==> src/rtl/pacman_gfx_pkg.sv <==
// Shared graphics definitions: framebuffer geometry, blank colour, controller states.
// Latency: n/a (types and constants only).
// Backpressure: n/a.
package pacman_gfx_pkg;

    localparam logic [7:0]  BLK         = 8'h00;      // colour shown for off-screen reads
    localparam int          FB_PIXELS   = 63360;      // 240 x 264 pixels per bank
    localparam logic [15:0] FB_ADDR_MAX = 16'hFFFF;   // display's off-screen address

    typedef enum logic [1:0] {
        IDLE,
        RENDER,
        WAIT,
        SWAP
    } fb_state_t;

endpackage

==> src/rtl/framebuffer_pingpong_ctrl_if.sv <==
// Renderer <-> framebuffer controller write channel (valid/ready plus frame pulses).
// Latency: n/a (signal bundle only).
// Backpressure: wr_ready gates every write; render_start/render_done are single-cycle pulses.
//   master: renderer (drives wr_valid/wr_addr/wr_data/render_done)
//   slave : controller (drives wr_ready/render_start)
interface framebuffer_pingpong_ctrl_if #(
    parameter int ADDR_W = 16,
    parameter int DATA_W = 8
);
    logic              render_start;
    logic              render_done;
    logic              wr_valid;
    logic              wr_ready;
    logic [ADDR_W-1:0] wr_addr;
    logic [DATA_W-1:0] wr_data;

    modport master (
        input  render_start, wr_ready,
        output render_done, wr_valid, wr_addr, wr_data
    );

    modport slave (
        output render_start, wr_ready,
        input  render_done, wr_valid, wr_addr, wr_data
    );
endinterface

==> src/rtl/framebuffer_pingpong_ctrl_bank_mux.sv <==
// Steers the front (read-only) and back (write) bank requests onto RAM A / RAM B.
// Latency: purely combinational, 0 cycles.
// Backpressure: none; the front bank's write enable is tied low here.
//   in : front_sel, front_addr, back_addr/back_we/back_wdata
//   out: ram_a_addr/we/wdata, ram_b_addr/we/wdata
module fb_bank_mux #(
    parameter int ADDR_W = 16,
    parameter int DATA_W = 8
) (
    input  logic              front_sel,
    input  logic [ADDR_W-1:0] front_addr,
    input  logic [ADDR_W-1:0] back_addr,
    input  logic              back_we,
    input  logic [DATA_W-1:0] back_wdata,
    output logic [ADDR_W-1:0] ram_a_addr,
    output logic              ram_a_we,
    output logic [DATA_W-1:0] ram_a_wdata,
    output logic [ADDR_W-1:0] ram_b_addr,
    output logic              ram_b_we,
    output logic [DATA_W-1:0] ram_b_wdata
);
    always_comb begin
        ram_a_addr  = front_addr;
        ram_a_we    = 1'b0;
        ram_a_wdata = '0;
        ram_b_addr  = back_addr;
        ram_b_we    = back_we;
        ram_b_wdata = back_wdata;
        if (front_sel) begin
            ram_a_addr  = back_addr;
            ram_a_we    = back_we;
            ram_a_wdata = back_wdata;
            ram_b_addr  = front_addr;
            ram_b_we    = 1'b0;
            ram_b_wdata = '0;
        end
    end
endmodule

==> src/rtl/framebuffer_pingpong_ctrl.sv <==
// Ping-pong maze framebuffer: display reads the front bank, renderer fills the back bank, swap in vblank.
// Latency: maze_color 1 cycle after rd_addr; writes reach the RAM pins in the accepting cycle.
// Backpressure: wr_ready only in RENDER; finished frames wait for the next unused vertical blank.
//   in : clk, rst, vc, rd_addr, ram_a_rdata, ram_b_rdata, wr (slave: wr_valid/wr_addr/wr_data/render_done)
//   out: maze_color, ram_a_*/ram_b_* addr/we/wdata, front_sel, frame_count, wr_err, wr (render_start/wr_ready)
module framebuffer_pingpong_ctrl #(
    parameter int ADDR_W    = 16,
    parameter int DATA_W    = 8,
    parameter int FB_PIXELS = pacman_gfx_pkg::FB_PIXELS,
    parameter int VACTIVE   = 480
) (
    input  logic              clk,
    input  logic              rst,
    input  logic [9:0]        vc,
    input  logic [ADDR_W-1:0] rd_addr,
    output logic [DATA_W-1:0] maze_color,
    framebuffer_pingpong_ctrl_if.slave wr,
    output logic [ADDR_W-1:0] ram_a_addr,
    output logic              ram_a_we,
    output logic [DATA_W-1:0] ram_a_wdata,
    input  logic [DATA_W-1:0] ram_a_rdata,
    output logic [ADDR_W-1:0] ram_b_addr,
    output logic              ram_b_we,
    output logic [DATA_W-1:0] ram_b_wdata,
    input  logic [DATA_W-1:0] ram_b_rdata,
    output logic              front_sel,
    output logic [7:0]        frame_count,
    output logic              wr_err
);
    import pacman_gfx_pkg::*;

    localparam logic [ADDR_W-1:0] FB_LIMIT = ADDR_W'(FB_PIXELS);
    localparam logic [9:0]        VBLANK   = 10'(VACTIVE);

    fb_state_t         state, state_nxt;
    logic              start_nxt;
    logic              render_start_q;
    logic              swapped_this_blank;
    logic              rd_vld_q;
    logic              rd_sel_q;
    logic              in_blank;
    logic              rd_in_range;
    logic              wr_in_range;
    logic              wr_fire;
    logic              back_we;
    logic [ADDR_W-1:0] back_addr;
    logic [ADDR_W-1:0] front_addr;

    assign in_blank    = (vc >= VBLANK);
    assign rd_in_range = (rd_addr < FB_LIMIT);
    assign wr_in_range = (wr.wr_addr < FB_LIMIT);

    // Gating with rst makes a mid-render reset drop we in the same cycle,
    // before the synchronous state reset takes effect.
    assign wr.wr_ready    = (state == RENDER) && !rst;
    assign wr.render_start = render_start_q;
    assign wr_fire        = wr.wr_valid && wr.wr_ready;

    // Out-of-range writes are accepted (handshake completes) but never reach the RAM.
    assign back_we    = wr_fire && wr_in_range;
    assign back_addr  = back_we ? wr.wr_addr : '0;
    assign front_addr = rd_in_range ? rd_addr : '0;

    fb_bank_mux #(
        .ADDR_W (ADDR_W),
        .DATA_W (DATA_W)
    ) u_bank_mux (
        .front_sel   (front_sel),
        .front_addr  (front_addr),
        .back_addr   (back_addr),
        .back_we     (back_we),
        .back_wdata  (wr.wr_data),
        .ram_a_addr  (ram_a_addr),
        .ram_a_we    (ram_a_we),
        .ram_a_wdata (ram_a_wdata),
        .ram_b_addr  (ram_b_addr),
        .ram_b_we    (ram_b_we),
        .ram_b_wdata (ram_b_wdata)
    );

    always_comb begin
        state_nxt = state;
        start_nxt = 1'b0;
        case (state)
            IDLE: begin
                state_nxt = RENDER;
                start_nxt = 1'b1;
            end
            RENDER: begin
                if (wr.render_done) state_nxt = WAIT;
            end
            WAIT: begin
                if (in_blank && !swapped_this_blank) state_nxt = SWAP;
            end
            SWAP: begin
                state_nxt = RENDER;
                start_nxt = 1'b1;
            end
            default: state_nxt = IDLE;
        endcase
    end

    always_ff @(posedge clk) begin
        if (rst) begin
            state              <= IDLE;
            render_start_q     <= 1'b0;
            front_sel          <= 1'b0;
            frame_count        <= 8'd0;
            wr_err             <= 1'b0;
            swapped_this_blank <= 1'b0;
            rd_vld_q           <= 1'b0;
            rd_sel_q           <= 1'b0;
        end else begin
            state          <= state_nxt;
            render_start_q <= start_nxt;
            // Bank choice travels with the read so a swap never mixes banks mid-read.
            rd_vld_q       <= rd_in_range;
            rd_sel_q       <= front_sel;
            if (wr_fire && !wr_in_range) wr_err <= 1'b1;
            if (state == SWAP) begin
                front_sel          <= ~front_sel;
                frame_count        <= frame_count + 8'd1;
                swapped_this_blank <= 1'b1;
            end else if (!in_blank) begin
                swapped_this_blank <= 1'b0;
            end
        end
    end

    assign maze_color = rd_vld_q ? (rd_sel_q ? ram_b_rdata : ram_a_rdata) : DATA_W'(BLK);

endmodule

==> src/flat_wrapper.sv <==
// flat-port wrapper written by rule: the top's interface ports become plain ports
module framebuffer_pingpong_ctrl_flat import pacman_gfx_pkg::*;
#(
    parameter int ADDR_W    = 16,
    parameter int DATA_W    = 8,
    parameter int FB_PIXELS = pacman_gfx_pkg::FB_PIXELS,
    parameter int VACTIVE   = 480
)
  (clk, rst, vc, rd_addr, maze_color, ram_a_addr, ram_a_we, ram_a_wdata, ram_a_rdata, ram_b_addr, ram_b_we, ram_b_wdata, ram_b_rdata, front_sel, frame_count, wr_err, wr_render_start, wr_wr_ready, wr_render_done, wr_wr_valid, wr_wr_addr, wr_wr_data);
  framebuffer_pingpong_ctrl_if #(.ADDR_W(ADDR_W), .DATA_W(DATA_W)) wr_i ();
  input  logic clk;
  input  logic rst;
  input  logic [9:0] vc;
  input  logic [ADDR_W-1:0] rd_addr;
  output logic [DATA_W-1:0] maze_color;
  output logic [ADDR_W-1:0] ram_a_addr;
  output logic ram_a_we;
  output logic [DATA_W-1:0] ram_a_wdata;
  input  logic [DATA_W-1:0] ram_a_rdata;
  output logic [ADDR_W-1:0] ram_b_addr;
  output logic ram_b_we;
  output logic [DATA_W-1:0] ram_b_wdata;
  input  logic [DATA_W-1:0] ram_b_rdata;
  output logic front_sel;
  output logic [7:0] frame_count;
  output logic wr_err;
  output wire logic [$bits(wr_i.render_start)-1:0] wr_render_start;
  output wire logic [$bits(wr_i.wr_ready)-1:0] wr_wr_ready;
  input wire logic [$bits(wr_i.render_done)-1:0] wr_render_done;
  input wire logic [$bits(wr_i.wr_valid)-1:0] wr_wr_valid;
  input wire logic [$bits(wr_i.wr_addr)-1:0] wr_wr_addr;
  input wire logic [$bits(wr_i.wr_data)-1:0] wr_wr_data;
  assign wr_render_start = wr_i.render_start;
  assign wr_wr_ready = wr_i.wr_ready;
  assign wr_i.render_done = wr_render_done;
  assign wr_i.wr_valid = wr_wr_valid;
  assign wr_i.wr_addr = wr_wr_addr;
  assign wr_i.wr_data = wr_wr_data;
  framebuffer_pingpong_ctrl #(.ADDR_W(ADDR_W), .DATA_W(DATA_W), .FB_PIXELS(FB_PIXELS), .VACTIVE(VACTIVE)) u_core (.clk(clk), .rst(rst), .vc(vc), .rd_addr(rd_addr), .maze_color(maze_color), .wr(wr_i), .ram_a_addr(ram_a_addr), .ram_a_we(ram_a_we), .ram_a_wdata(ram_a_wdata), .ram_a_rdata(ram_a_rdata), .ram_b_addr(ram_b_addr), .ram_b_we(ram_b_we), .ram_b_wdata(ram_b_wdata), .ram_b_rdata(ram_b_rdata), .front_sel(front_sel), .frame_count(frame_count), .wr_err(wr_err));
endmodule
==> config.mk <==
export PLATFORM = sky130hd
export DESIGN_NAME = framebuffer_pingpong_ctrl_flat
export DESIGN_NICKNAME = d
export VERILOG_FILES = /design/src/rtl/pacman_gfx_pkg.sv /design/src/rtl/framebuffer_pingpong_ctrl_if.sv /design/src/rtl/framebuffer_pingpong_ctrl_bank_mux.sv /design/src/rtl/framebuffer_pingpong_ctrl.sv /design/src/flat_wrapper.sv
export SDC_FILE = /design/constraint.sdc
export NUM_CORES = 1
export LEC_CHECK = 0
export CORE_MARGIN = 2
export CORE_UTILIZATION = 29
export DETAILED_ROUTE_END_ITERATION = 8
export PLACE_DENSITY = 0.91
export SYNTH_ARGS = -nofsm -noshare
export SYNTH_HDL_FRONTEND = slang
export SYNTH_SLANG_ARGS = --single-unit
export TNS_END_PERCENT = 30
==> constraint.sdc <==
create_clock -name clk -period 2.08 [get_ports clk]
set_input_delay 0.52 -clock clk [delete_from_list [all_inputs] [get_ports clk]]
set_output_delay 0.52 -clock clk [all_outputs]
set_load 0.02 [all_outputs]
After elaboration in Yosys (flattened, before gate mapping)
Index checks and enable logic that the tools add are counted.
Word-level totals
  logic and storage cells: 46
  input bits: 70
  output and inout bits: 70
  bits in registers: 16
Cells by class
  reduce and logical (&&, ||, !) cells: 11
  equal/unequal tests: 6
  multiplexer cells: 16
  bitwise logic cells: 1
  magnitude comparators: 3
  add/sub/neg operators: 1
Operator list (count)
  16-bit two-way mux: 4
  16-bit < comparator, second input constant: 2
  8-bit two-way mux: 4
  10-bit by 9-bit >= comparator with 1-bit output, second input constant: 1
  8-bit by 1-bit adder with 8-bit output, second input constant: 1
  2-bit case mux with 3 select lines: 1
  1-bit logical AND: 5
  1-bit two-way mux: 5
  2-bit equality test, second input constant: 2
  2-bit two-way mux: 2
  2-bit inequality test, second input constant: 2
  1-bit logical NOT: 3
  2-bit by 1-bit equality test with 1-bit output, second input constant: 1
  2-bit logical NOT: 1
  2-bit by 1-bit inequality test with 1-bit output, second input constant: 1
  2-bit AND reduction: 1
  2-bit OR reduction: 1
  1-bit NOT: 1

Logic depth before layout (Yosys ltp)
  word-level depth: 6
  depth in mapped cells: 6
  mapped depth without buffers: 5

Hierarchy
Synthesis repeated with hierarchy kept, for this count alone.
Unflattened totals
  cells, all modules: 188
  area total of the unflattened synthesis: 1620.3 um2
Modules (own cells, without submodules)
  framebuffer_pingpong_ctrl: cells each 133, instances 1, sequential area each 320.3 um2, area an instance 1097.3 um2
  fb_bank_mux: cells each 55, instances 1, sequential area each 0.0 um2, area an instance 523.0 um2

Worst setup path before layout
Ideal clock, no wire load.
  path kind: in2out
  start: in wr_wr_addr[7]
  end: out ram_a_addr[11]
  arrival: 1.625 ns
  buffers on the path: 1
  slack: -0.065 ns
  cell stages on the path: 4
  path through: a41o_2 a211oi_4 buf_6 o2bb2ai_1
On the way
  longest elaborated chain between the ends: 4
Ends and longest elaborated chain
  start, declared: line flat_wrapper.sv:31  | input wire logic [$bits(wr_i.wr_addr)-1:0] wr_wr_addr;
  16-bit < comparator: line framebuffer_pingpong_ctrl.sv:51  | assign wr_in_range = (wr.wr_addr < FB_LIMIT);
  1-bit logical AND: line framebuffer_pingpong_ctrl.sv:60  | assign back_we = wr_fire && wr_in_range;
  16-bit two-way mux: line framebuffer_pingpong_ctrl.sv:61  | assign back_addr = back_we ? wr.wr_addr : '0;
  16-bit two-way mux: line framebuffer_pingpong_ctrl_bank_mux.sv:29  | if (front_sel) begin
  end, declared: line flat_wrapper.sv:16  | output logic [ADDR_W-1:0] ram_a_addr;
No other way between the ends.

Final worst setup path
  start: reg u_core.state[1]
  end: out ram_b_addr[13]
On the way
  longest elaborated chain between the ends: 6
Ends and longest elaborated chain
  start, declared: line framebuffer_pingpong_ctrl.sv:35  | fb_state_t state, state_nxt;
  start signal, assigned: line framebuffer_pingpong_ctrl.sv:114  | state <= state_nxt;
  2-bit by 1-bit equality test with 1-bit output: line framebuffer_pingpong_ctrl.sv:55  | assign wr.wr_ready = (state == RENDER) && !rst;
  1-bit logical AND: line framebuffer_pingpong_ctrl.sv:55
  1-bit logical AND: line framebuffer_pingpong_ctrl.sv:57  | assign wr_fire = wr.wr_valid && wr.wr_ready;
  1-bit logical AND: line framebuffer_pingpong_ctrl.sv:60
  16-bit two-way mux: line framebuffer_pingpong_ctrl.sv:61
  16-bit two-way mux: line framebuffer_pingpong_ctrl_bank_mux.sv:29
  end, declared: line flat_wrapper.sv:20  | output logic [ADDR_W-1:0] ram_b_addr;
No other way between the ends.

==> results.py <==
metrics = {
    "power_and_ir_drop": {
        "totalPowerFinal_mw": 2.29,
        "p_switching_mw": 0.885,
        "pwr-share-clk_pct": 12.3,
        "seqPwrFrac_pct": 17.3,
        "power.density_nw_per_um2": 697,
        "switching_share_pct": 38.6,
        "comb_power_share_pct": 70.4,
        "vdd.ir_drop.worst_uv": 471,
        "internal_power_mw": 1.40,
        "cellLeakagePower_nw": 1.48,
    },
    "critical_path": {
        "crit_top_cell": "buf_6",
        "worst-endpoint-arrival_ns": 1.82,
        "crit_path_end_kind": "output port",
        "crit_chain": "inv_2, ha_4, nand3b_1, a211oi_4, buf_6, a22o_1, buf_6",
        "required_ns": 1.56,
        "slowest_delay_ns": 0.34,
        "slowest_stage": "a211oi_4",
        "ff2ff_path_depth": 6,
        "crit_fanout": 6,
        "path_class": "flip-flop to output port",
        "start_kind": "flip-flop",
    },
    "drt": {
        "drtPass1Iterations": 4,
        "via_per_inst": 5.21,
        "drtAntennaViolNets": 0,
        "wirelength_mm": 6.41,
        "drtIter0Drc": 48,
        "wl_per_cell_um": 16.7,
        "via_count": 1994,
        "route.detailed.drc": 0,
    },
    "layout": {
        "nets": 406,
        "n_antenna_cell": 0,
        "final_cell_area_um2": 3280,
        "final_util_pct": 73.8,
        "n_fill_cell": 326,
        "area_growth_pct": 140,
        "layout-drive-gt1-share_pct": 37.8,
    },
    "timing": {
        "period_minus_slack_ns": 2.34,
        "fin_ws_ns": -0.260,
        "rsz0062_at_grt": "yes",
        "holdWs_ns": 0.484,
        "setup_viol": 34,
        "finalCritPeriodShare_pct": 112,
        "hold_violations": 0,
        "finalMaxSlewViolations": 0,
        "tightest_slew_ns": 0.369,
        "slew_headroom_pct": 74.7,
        "fmax_mhz": 427,
        "final.setup_skew_ns": 0.00279,
    },
    "die": {
        "dieArea_um2": 5280,
        "core_um2": 4440,
        "io_pins": 140,
        "initial_core_util_pct": 30.7,
        "rows": 24,
        "die_h_um": 72.6,
        "die_width_um": 72.6,
    },
    "global_route": {
        "overflow": 0,
        "grt_pass1_wl_mm": 9.27,
        "antenna_found_initial": 0,
        "grt_pass1_vias": 1941,
        "grt_max_degree": 20,
        "grt_usage_pct": 22.0,
    },
    "clock_network": {
        "h-tree-depth": 1,
        "cts_buffers": 3,
        "hold_buffers": 0,
        "root_buffer": "clkbuf_8",
        "tritoncts": "built",
        "insertion_delay_ns": 0.25,
        "clock_path_buffers": 2,
        "path_clk_slew_ns": 0.07,
        "cts.sink_count": 16,
    },
    "yosys": {
        "synth_area_leaders": "dfxtp_1 23%, a22o_1 13%, nor2b_1 8.7%, a22o_2 6.6%, mux2i_1 6.6%",
        "ys_seq_area_share_pct": 23.4,
        "yosysWarnings": 0,
        "yosys.area.top_type": "dfxtp_1",
        "syn_nets": 230,
        "synthCells": 156,
        "synth_top_area_share_pct": 23.4,
        "synth-seq-cells": 16,
        "syn_area_um2": 1370,
        "syn_area_per_cell_um2": 8.76,
        "synth.distinct_cells": 35,
    },
    "placement": {
        "gp_congestion": 0.804,
        "portBuffers": 134,
        "dpl_worst_slack_ns": -0.916,
        "dpl_cell_area_um2": 3050,
        "hpwl_mm": 4.58,
    },
    "run_status": {
        "status": "finished, violations left",
        "violations": "negative setup slack",
    },
    "hold_path": {
        "min_path_type": "flip-flop to flip-flop",
        "hold_depth": 2,
    },
    "job": {
        "drv_cap": 0,
    },
}
[kinds of logic (layout without fill, tap and decap cells)]
| logic type | Yosys count | in the layout | share of synthesized area (%) |
|---|---|---|---|
| fa+ha+maj | 4 | 4 | 3.66 |
| mux | 10 | 10 | 7.42 |
| flops | 16 | 16 | 23.4 |
| buf+inv | 14 | 189 | 5.31 |
| simple gates | 55 | 55 | 23.1 |
| compound gates | 52 | 52 | 33.9 |
| xor+xnor | 5 | 5 | 3.21 |
[final cells by class]
class	instances	area, um^2	share of cell area (%)
Clock buffer	4	55.1	1.68
Inverter	4	15.0	0.457
Multi-Input combinational cell	126	1100	33.4
Sequential cell	16	324	9.87
Tap cell	52	65.1	1.98
Timing Repair Buffer	181	1730	52.6
[what timing repair did]
item                                   4_1_cts  5_1_grt
pin swaps                                   16        5
setup endpoints to repair                   59       36
cloned                                       3        0
setup buffers                                4        0
endpoints found under the hold margin        0        0
resized for setup                          308       17
[metrics by stage]
step | setup TNS (ns) | instances
2_1_floorplan | -0.230 | 156
3_3_place_gp | -32.83 | 372
3_5_place_dp | -34.30 | 372
4_1_cts | -4.26 | 383
5_1_grt | -9.36 | 383
6_report | -6.78 | 383
[registers in the layout, summed over array words and instances, names as in the netlist]
signal,flops
u_core.rd_sel_q,1
u_core.wr_err,1
u_core.rd_vld_q,1
u_core.wr.render_start,1
u_core.swapped_this_blank,1
u_core.state,2
u_core.frame_count,8
u_core.front_sel,1
[cells in the final DEF (no fill, tap or decap), types with 3 or more instances in the layout]
cell type,count
a21oi_1,5
and2_1,9
a22o_1,21
o21ai_0,3
xor2_1,3
clkbuf_8,4
or3_1,3
dlygate4sd2_1,26
buf_4,39
nor2b_1,19
a22o_4,7
inv_1,3
dfxtp_1,13
nor2_1,11
ha_1,3
clkdlybuf4s15_1,4
buf_6,38
mux2i_1,9
clkdlybuf4s50_1,55
dfxtp_2,3
buf_2,12
nand4_1,4
[worst paths after layout]
check        slack [ns]                    end                   from
min                0.48  u_core.frame_count[7]  u_core.frame_count[7]
max               -0.26         ram_b_addr[13]        u_core.state[1]
min reg2reg        0.48  u_core.frame_count[7]  u_core.frame_count[7]
max reg2reg        0.36        u_core.state[1]        u_core.state[1]
[metal layers]
layer  global-route usage, %  share of wire (%)
met3                    4.83                7.3
met1                    25.1                 38
met4                    4.53                3.3
met5                       0                  0
met2                    41.6                 51
[synth_stat cells (all sizes together)]
master,count
buf,6
a211oi,3
clkbuf,4
a221oi,1
a22o,30
nand2,2
nand4,4
a41oi,1
xnor2,2
and2,9
o21bai,1
nand2b,2
a41o,3
a21oi,7
o21ai,3
ha,4
nor2b,19
nor2,11
xor2,3
o2bb2ai,1
nand3b,1
or3,3
dfxtp,16
a2111oi,1
mux2,1
a2bb2o,1
inv,4
mux2i,9
nand3,2
and4,2
[power groups by stage]
| stage | Clock, mW | Sequential (mW) | Combinational [mW] |
|---|---|---|---|
| 3_5_place_dp | 0 | 0.390 | 1.43 |
| 6_report | 0.281 | 0.397 | 1.61 |
| 3_3_place_gp | 0 | 0.388 | 1.40 |
| 4_1_cts | 0.283 | 0.392 | 1.55 |
| 2_1_floorplan | 0 | 0.407 | 0.660 |
| 5_1_grt | 0.301 | 0.402 | 1.71 |
[critical path, delay by kind of cell, from the launching register on]
family | cells | cell delay [ns]
AND/OR/NAND/NOR | 1 | 0.20
flip-flops | 1 | 0.33
adder cells (fa/ha/maj) | 1 | 0.13
AO/OA/AOI/OAI | 2 | 0.52
buffers and inverters | 3 | 0.38
(Power assumes the default switching activity.)
